===== src/rtl/tt_vector_player.sv =====
// Harness-side driver for a tt_um_* style design: replays a small vector table into the
// design, compares its masked outputs, and reports pass/fail, error count and first failing index.
module tt_vector_player #(
  parameter int DEPTH        = 16,
  parameter int SETTLE       = 2,
  parameter int RESET_CYCLES = 4
) (
  input  logic                     clk,
  input  logic                     rst_n,
  input  logic                     wr_en,
  input  logic [$clog2(DEPTH)-1:0] wr_addr,
  input  logic [31:0]              wr_data,
  input  logic                     start,
  input  logic [$clog2(DEPTH):0]   num_vec,
  input  logic                     abort,
  output logic                     busy,
  output logic                     done,
  output logic                     fail,
  output logic [7:0]               err_count,
  output logic [$clog2(DEPTH)-1:0] fail_idx,
  output logic                     dut_ena,
  output logic                     dut_rst_n,
  output logic [7:0]               dut_ui_in,
  output logic [7:0]               dut_uio_in,
  input  logic [7:0]               dut_uo_out,
  input  logic [7:0]               dut_uio_oe
);

  localparam int AW   = $clog2(DEPTH);
  localparam int NW   = AW + 1;
  localparam int CMAX = (SETTLE > RESET_CYCLES) ? SETTLE : RESET_CYCLES;
  localparam int CW   = (CMAX > 1) ? $clog2(CMAX) : 1;

  localparam logic [CW-1:0] RST_LAST    = CW'(RESET_CYCLES - 1);
  localparam logic [CW-1:0] SETTLE_LAST = CW'(SETTLE - 1);
  localparam logic [NW-1:0] DEPTH_N     = NW'(DEPTH);

  typedef enum logic [2:0] {
    S_IDLE,
    S_RST,
    S_APPLY,
    S_SAMPLE,
    S_DONE
  } state_e;

  // Valid/ready is not used here: start and abort are single-cycle strobes, a table write
  // is accepted on any edge where wr_en = 1 and busy = 0.

  state_e          state_q, state_d;
  logic [CW-1:0]   cnt_q, cnt_d;
  logic [AW-1:0]   idx_q, idx_d;
  logic [NW-1:0]   n_q, n_d;
  logic            busy_q, busy_d;
  logic            done_q, done_d;
  logic            fail_q, fail_d;
  logic [7:0]      err_q, err_d;
  logic [AW-1:0]   fidx_q, fidx_d;
  logic            ena_q, ena_d;
  logic            drst_q, drst_d;
  logic [7:0]      ui_q, ui_d;
  logic [7:0]      uio_q, uio_d;

  logic [31:0]     mem_q [DEPTH];
  logic [31:0]     cur_vec;
  logic [31:0]     nxt_vec;
  logic            vec_err;
  logic            last_vec;

  logic            unused_oe;
  assign unused_oe = ^dut_uio_oe;

  always_ff @(posedge clk) begin
    if (wr_en && !busy_q) begin
      mem_q[wr_addr] <= wr_data;
    end
  end

  // Vector layout: {ui[31:24], uio[23:16], expect[15:8], mask[7:0]}
  always_comb begin
    cur_vec  = mem_q[idx_q];
    nxt_vec  = mem_q[idx_q + AW'(1)];
    vec_err  = |((dut_uo_out ^ cur_vec[15:8]) & cur_vec[7:0]);
    last_vec = ({1'b0, idx_q} == (n_q - NW'(1)));
  end

  always_comb begin
    state_d = state_q;
    cnt_d   = cnt_q;
    idx_d   = idx_q;
    n_d     = n_q;
    busy_d  = busy_q;
    done_d  = done_q;
    fail_d  = fail_q;
    err_d   = err_q;
    fidx_d  = fidx_q;
    ena_d   = ena_q;
    drst_d  = drst_q;
    ui_d    = ui_q;
    uio_d   = uio_q;

    if (abort) begin
      state_d = S_IDLE;
      busy_d  = 1'b0;
      done_d  = 1'b0;
      ena_d   = 1'b0;
      drst_d  = 1'b0;
      ui_d    = 8'h00;
      uio_d   = 8'h00;
    end else begin
      case (state_q)
        S_IDLE, S_DONE: begin
          if (start) begin
            err_d  = 8'h00;
            fail_d = 1'b0;
            fidx_d = '0;
            if (num_vec == '0) begin
              state_d = S_DONE;
              done_d  = 1'b1;
            end else begin
              state_d = S_RST;
              busy_d  = 1'b1;
              done_d  = 1'b0;
              cnt_d   = '0;
              idx_d   = '0;
              n_d     = (num_vec > DEPTH_N) ? DEPTH_N : num_vec;
              ena_d   = 1'b1;
              drst_d  = 1'b0;
              ui_d    = 8'h00;
              uio_d   = 8'h00;
            end
          end
        end
        S_RST: begin
          if (cnt_q == RST_LAST) begin
            // idx is already 0, so cur_vec is the first vector.
            state_d = S_APPLY;
            cnt_d   = '0;
            drst_d  = 1'b1;
            ui_d    = cur_vec[31:24];
            uio_d   = cur_vec[23:16];
          end else begin
            cnt_d = cnt_q + CW'(1);
          end
        end
        S_APPLY: begin
          if (cnt_q == SETTLE_LAST) begin
            state_d = S_SAMPLE;
          end else begin
            cnt_d = cnt_q + CW'(1);
          end
        end
        S_SAMPLE: begin
          if (vec_err) begin
            if (err_q != 8'hFF) begin
              err_d = err_q + 8'd1;
            end
            if (!fail_q) begin
              fail_d = 1'b1;
              fidx_d = idx_q;
            end
          end
          if (last_vec) begin
            state_d = S_DONE;
            busy_d  = 1'b0;
            done_d  = 1'b1;
          end else begin
            state_d = S_APPLY;
            idx_d   = idx_q + AW'(1);
            cnt_d   = '0;
            ui_d    = nxt_vec[31:24];
            uio_d   = nxt_vec[23:16];
          end
        end
        default: state_d = S_IDLE;
      endcase
    end
  end

  always_ff @(posedge clk or negedge rst_n) begin
    if (!rst_n) begin
      state_q <= S_IDLE;
      cnt_q   <= '0;
      idx_q   <= '0;
      n_q     <= '0;
      busy_q  <= 1'b0;
      done_q  <= 1'b0;
      fail_q  <= 1'b0;
      err_q   <= 8'h00;
      fidx_q  <= '0;
      ena_q   <= 1'b0;
      drst_q  <= 1'b0;
      ui_q    <= 8'h00;
      uio_q   <= 8'h00;
    end else begin
      state_q <= state_d;
      cnt_q   <= cnt_d;
      idx_q   <= idx_d;
      n_q     <= n_d;
      busy_q  <= busy_d;
      done_q  <= done_d;
      fail_q  <= fail_d;
      err_q   <= err_d;
      fidx_q  <= fidx_d;
      ena_q   <= ena_d;
      drst_q  <= drst_d;
      ui_q    <= ui_d;
      uio_q   <= uio_d;
    end
  end

  assign busy       = busy_q;
  assign done       = done_q;
  assign fail       = fail_q;
  assign err_count  = err_q;
  assign fail_idx   = fidx_q;
  assign dut_ena    = ena_q;
  assign dut_rst_n  = drst_q;
  assign dut_ui_in  = ui_q;
  assign dut_uio_in = uio_q;

endmodule

===== config.mk =====
export PLATFORM = sky130hd
export DESIGN_NAME = tt_vector_player
export DESIGN_NICKNAME = d
export VERILOG_FILES = /design/src/rtl/tt_vector_player.sv
export SDC_FILE = /design/constraint.sdc
export NUM_CORES = 1
export LEC_CHECK = 0
export CAP_MARGIN = 5
export CORE_AREA = 8 8 279 200
export CTS_BUF_LIST = sky130_fd_sc_hd__clkbuf_8
export DETAILED_ROUTE_END_ITERATION = 12
export DIE_AREA = 0 0 287 208
export MAX_ROUTING_LAYER = met4
export PLACE_DENSITY = 0.73
export REMOVE_ABC_BUFFERS = 1
export SYNTH_ARGS = -nofsm -noshare
export SYNTH_HDL_FRONTEND = slang
export SYNTH_SLANG_ARGS = --single-unit

===== constraint.sdc =====
create_clock -name clk -period 4.7 [get_ports clk]
set_input_delay 0.94 -clock clk [delete_from_list [all_inputs] [get_ports clk]]
set_output_delay 0.94 -clock clk [all_outputs]
set_load 0.005 [all_outputs]

======== Yosys cells after proc, flatten, opt, wreduce, memory -nomap -nowiden ========
Memories as Yosys holds them, arrays and structs flattened.
Index checks and enable logic that the tools add are counted.
cells by class
  shift operators ......................... 0
  equal/unequal tests ..................... 22
  add/subtract/negate cells ............... 4
  divide/modulo/power cells ............... 0
  bitwise logic cells ..................... 4
  muxes and demuxes ....................... 58
  multipliers ............................. 0
  order comparisons ....................... 1
  reduce and logical (&&, ||, !) cells .... 25
operators with widths
  kind                   number
  $mux W8                11
  $pmux W8 S3            2
  $mux W4                6
  $reduce_and A5 Y1      4
  $mux W1                18
  $mux W3                6
  $ne A3 B3 Y1 const B   6
  $ne A2 B2 Y1 const B   8
  $pmux W4 S2            2
  $pmux W8 S2            1
  $reduce_and A4 Y1      4
  $pmux W3 S4            1
  $mux W2                5
  $reduce_and A3 Y1      3
  $add A8 B1 Y8 const B  1
  $and A8 B8 Y8          1
  $ne A8 B8 Y1 const B   1
  $pmux W1 S2            4
  $pmux W2 S4            1
  $reduce_bool A4 Y1     2
  $reduce_or A8 Y1       1
  $xor A8 B8 Y8          1
  $eq A3 B2 Y1 const B   2
  $reduce_and A6 Y1      1
  other kinds (18)       22
storage, ports and cells
  flip-flop bits (word level) ............. 47
  bits in writable memories ............... 512
  bits of input ports ..................... 62
  memory bits (read-only) ................. 0
  latch bits .............................. 0
  memories ................................ 1
  logic and storage cells ................. 128
memories
  memory  words  bits a word  rd ports  clocked after Yosys merged registers in  write ports  line  text
  mem_q   16     32           2         0                                        1            63    logic [31:0] mem_q [DEPTH];

======== Depth between registers and ports, before layout ========
An unclocked memory read counts as a cell.
  word-level depth ........................ 6
  gate-level depth with buffers ........... 13
  gate-level depth less buffers ........... 9

======== Least setup slack after synthesis ========
OpenSTA, ideal clock, no wires.
  path kind ............................... input to register
  start ................................... input port wr_en
  end ..................................... memory mem_q[0][0] (enable)
  cell stages on the path ................. 3
  data required time ...................... 4.239 ns
  path slack .............................. 0.655 ns
  buffers on the path ..................... 0
  arrival ................................. 3.583 ns
  cells stage by stage .................... nand2b_1 -> or3_1 -> nor3_1
between the ends
  longest elaborated chain between the ends .. 3
ends and longest elaborated chain
  element                        line  text
  start: declaration             10    input logic wr_en,
  $logic_and A1 B1 Y1            73    if (wr_en && !busy_q) begin
  $mux W1                        73
  $mux W1 (implied by the code)  74    mem_q[wr_addr] <= wr_data;
  end: declaration               63
Every way passes these cells.

======== Worst setup path in the final report ========
  start ................................... register idx_q[0]
  end ..................................... register fidx_q[2], in the netlist fail_idx[2]
between the ends
  longest elaborated chain between the ends .. 6
ends and longest elaborated chain
  element                          line  text
  start: declaration               51    logic [AW-1:0] idx_q, idx_d;
  start signal: assignment         197   idx_q <= idx_d;
  $mem_v2 Z16 W32 (*)              -
  $xor A8 B8 Y8                    82    vec_err = |((dut_uo_out ^ cur_vec[15:8]) & cur_vec[7:0]);
  $and A8 B8 Y8 (*)                82
  $reduce_or A8 Y1 (*)             82
  $ne A2 B2 Y1 (no line) (*)       -
  $reduce_and A5 Y1 (no line) (*)  -
  end signal: assignment           203   fidx_q <= fidx_d;
  end: declaration                 57    logic [AW-1:0] fidx_q, fidx_d;
Every way passes the cells marked *; elsewhere a longest branch is shown, timed or not.
A chain may end at the register's enable or synchronous reset.

==> results.py <==
metrics = {
    "finish": {
        "syn2layout_area_growth_pct": 14.2,
        "final_nets": 1483,
        "fillers": 3932,
        "drive_above_1_share_pct": 26.4,
        "final-seq-area_um2": 16600,
        "post-route-util_pct": 54.0,
        "stdcell_count": 2177,
        "multi_input_area_um2": 7440,
    },
    "timing": {
        "grt_setup_unrepaired": "false",
        "fmax_mhz": 266,
        "slew-limit-headroom_pct": 31.0,
        "fin_crit_sh_pct": 79.9,
        "maxSlewViolCount": 0,
        "finalCriticalPeriod_ns": 3.75,
        "hold_viol": 0,
        "timing.hold.ws_ns": 0.401,
        "tightestPinTransition_ns": 1.03,
        "setup_violations": 0,
        "worst_clock_skew_ns": 0.0324,
    },
    "pwr": {
        "power_mw": 11.0,
        "p_per_area_nw_per_um2": 395,
        "ir_worst_vdd_uv": 181,
        "leakagePower_nw": 8.79,
    },
    "routing": {
        "dr.pass1.iters": 7,
        "wl_per_cell_um": 26.4,
        "drtIter0Drc": 1377,
        "drt_wl_total_mm": 57.6,
        "postRouteAntennaNets": 0,
        "viasPerCell": 6.14,
        "post-route-drc-count": 0,
        "routed-via-count": 13375,
    },
    "grt": {
        "grt_overflow": 0,
        "grt_pass1_wl_mm": 85.9,
        "grt_pass1_vias": 13497,
        "antenna_found_initial": 6,
        "grt_max_degree": 97,
        "track_usage_pct": 19.7,
    },
    "floorplan": {
        "die_h_um": 208,
        "num_io_pins": 95,
        "die_area_um2": 59700,
        "core_area_um2": 51500,
        "initial_core_util_pct": 47.3,
        "std_cell_rows": 70,
        "die_w_um": 287,
    },
    "worst_setup_path": {
        "rr_worst_depth": 9,
        "critical-path-slowest-cell": "dfrtp_4",
        "critical_path.max_fanout": 34,
        "cp.required_ns": 5.24,
        "r2r_start": "idx_q[0]$_DFFE_PN0P_",
        "worst_ep_arrival_time_ns": 4.30,
        "crit_top_cell": "mux2i_1",
        "cpPeakStageDelay_ns": 0.74,
        "path_cells": "buf_12 > mux4_2 > mux2i_1 > mux2i_1 > xnor2_1 > nand2_1 > a32o_1 > o211ai_2 > mux2_1",
        "worst-setup-path-type": "register to register",
        "reg2reg_to": "fail_idx[2]$_DFFE_PN0P_",
        "crit_end": "fail_idx[2]$_DFFE_PN0P_",
        "critPathLaunch": "idx_q[0]$_DFFE_PN0P_",
        "r2r_slack_ns": 0.95,
        "end_kind": "register",
        "path_depth": 9,
        "path_buf_inv": 1,
        "cp_top_family": "multiplexers",
        "start_kind": "register",
    },
    "status": {
        "run_status": "complete, no violations",
    },
    "logic_synthesis": {
        "synthTopCellsByCount": "edfxtp_1, mux4_2, nand2_1",
        "synth_mux_area_share_pct": 20.5,
        "synth_top_area_share_pct": 63.1,
        "seq_area_frac_synth_pct": 68.0,
        "yosysTopAreaCell": "edfxtp_1",
        "yosys.area_share.simple_pct": 3.40,
        "avgSynthCellArea_um2": 19.1,
        "netlist_top_cells_area": "edfxtp_1, mux4_2, dfrtp_1",
        "yosys.cell_count.top_type": "edfxtp_1",
        "ys.flop_type": "edfxtp_1",
        "synth_edf_count": 512,
        "synthArstFlopShare_pct": 8.41,
        "synth_warnings": 0,
        "synth_cells": 1277,
        "synth_top_family_by_area": "multiplexers",
        "synth_compound_area_share_pct": 4.00,
        "synth_xor_area_share_pct": 1.80,
        "synth.distinct_cells": 66,
        "yosys.area_share.adder_pct": 0.257,
        "ys_ff_latch": 559,
        "synth_area_um2": 24300,
    },
    "clocking": {
        "clk-insertion-delay-late_ns": 0.68,
        "cts_sinks": 559,
        "cts.path.max_buffers": 3,
        "numCtsBuffers": 88,
        "h-tree-depth": 3,
        "cts_resized": 0,
        "post_cts_buffers": 0,
        "hold_buffers": 0,
        "clk_pin_slew_ns": 0.06,
        "cts-root-buf": "clkbuf_8",
        "cts_tree": "yes",
    },
    "place": {
        "port_buffers": 86,
        "placedCellCount": 2010,
        "gp_congestion": 0.841,
        "hpwl_mm": 33.3,
    },
    "flow_run": {
        "drv_cap": 0,
    },
    "worst_hold_path": {
        "min_path_type": "primary input to async pin",
    },
}
## layout make-up
type / instances / area share [%]
timing repair buffer: 129 / 4.60
inverter: 14 / 0.189
tap: 684 / 3.08
clock inverter: 69 / 1.30
antenna: 7 / 0.0630
multi-input combinational: 624 / 26.7
clock buffer: 91 / 4.50
sequential: 559 / 59.5
## metrics by stage
stage | setup TNS (ns) | setup WS [ns] | instance area [um^2]
6_report | 0 | 0.946 | 27800
5_1_grt | 0 | 0.699 | 27800
4_1_cts | 0 | 1.01 | 27800
3_5_place_dp | 0 | 0.613 | 26200
3_3_place_gp | 0 | 0.599 | 26200
2_1_floorplan | -161.81 | -4.68 | 23900
## power breakdown
group | leakage [nW] | switching (mW) | total [mW] | internal (mW)
Combinational | 2.61 | 0.790 | 1.52 | 0.728
Clock | 0.928 | 1.92 | 3.80 | 1.88
Sequential | 5.25 | 0.0985 | 5.66 | 5.56
Total | 8.79 | 2.81 | 11.0 | 8.17
## worst min path at each step
stage | start | to | slack [ns] | depth (start not counted)
after CTS | rst_n | err_count[0]$_DFFE_PN0P_ | 0.37 | 2
after floorplan | fail_idx[0]$_DFFE_PN0P_ | fail_idx[0]$_DFFE_PN0P_ | 0.48 | 1
after global routing | rst_n | err_count[0]$_DFFE_PN0P_ | 0.42 | 2
final | rst_n | err_count[0]$_DFFE_PN0P_ | 0.40 | 2
after global placement | dut_ena$_DFFE_PN0P_ | dut_ena$_DFFE_PN0P_ | 0.48 | 2
after detailed placement | done$_DFFE_PN0P_ | done$_DFFE_PN0P_ | 0.50 | 1
## logic make-up after synthesis
| kind of cell | count (synthesis) |
|---|---|
| XOR/XNOR | 50 |
| flip-flops | 559 |
| buffers and inverters | 94 |
| adder cells (fa/ha/maj) | 5 |
| multiplexers | 262 |
| AND/OR/NAND/NOR | 182 |
| AO/OA/AOI/OAI | 125 |
## sequential cells by signal, summed over array words and instances, names as in the netlist
name and count:
dut_ena 1, fail_idx 4, idx_q 4, err_count 8, mem_q 512, n_q 5, fail 1, dut_ui_in 8
state_q 3, cnt_q 2, dut_uio_in 8, busy 1, dut_rst_n 1, done 1
## placed cells by master (no fill, tap or decap), types with 39 or more instances in the layout
master           netlist  layout
inv_1                 11      39
clkbuf_8               0      91
nor2_1                58      45
edfxtp_1             512     512
nand2_1               63      63
clkdlybuf4s50_1        0      85
mux4_2               182     182
mux2i_1               59      59
dfrtp_1               47      44
## routing by layer
metal | wire length, um | track usage [%]
met5 | 0 | -
met3 | 6120 | 4.99
met2 | 25800 | 27.7
met1 | 24400 | 28.4
met4 | 1180 | 5.49
## worst register-to-register path, delay by kind of cell (launching register included)
family | cells | cell delay (ns)
buffers and inverters | 1 | 0.34
flip-flops | 1 | 0.74
XOR/XNOR | 1 | 0.40
AND/OR/NAND/NOR | 1 | 0.11
AO/OA/AOI/OAI | 2 | 0.76
multiplexers | 4 | 1.27
(Power assumes the default switching activity.)
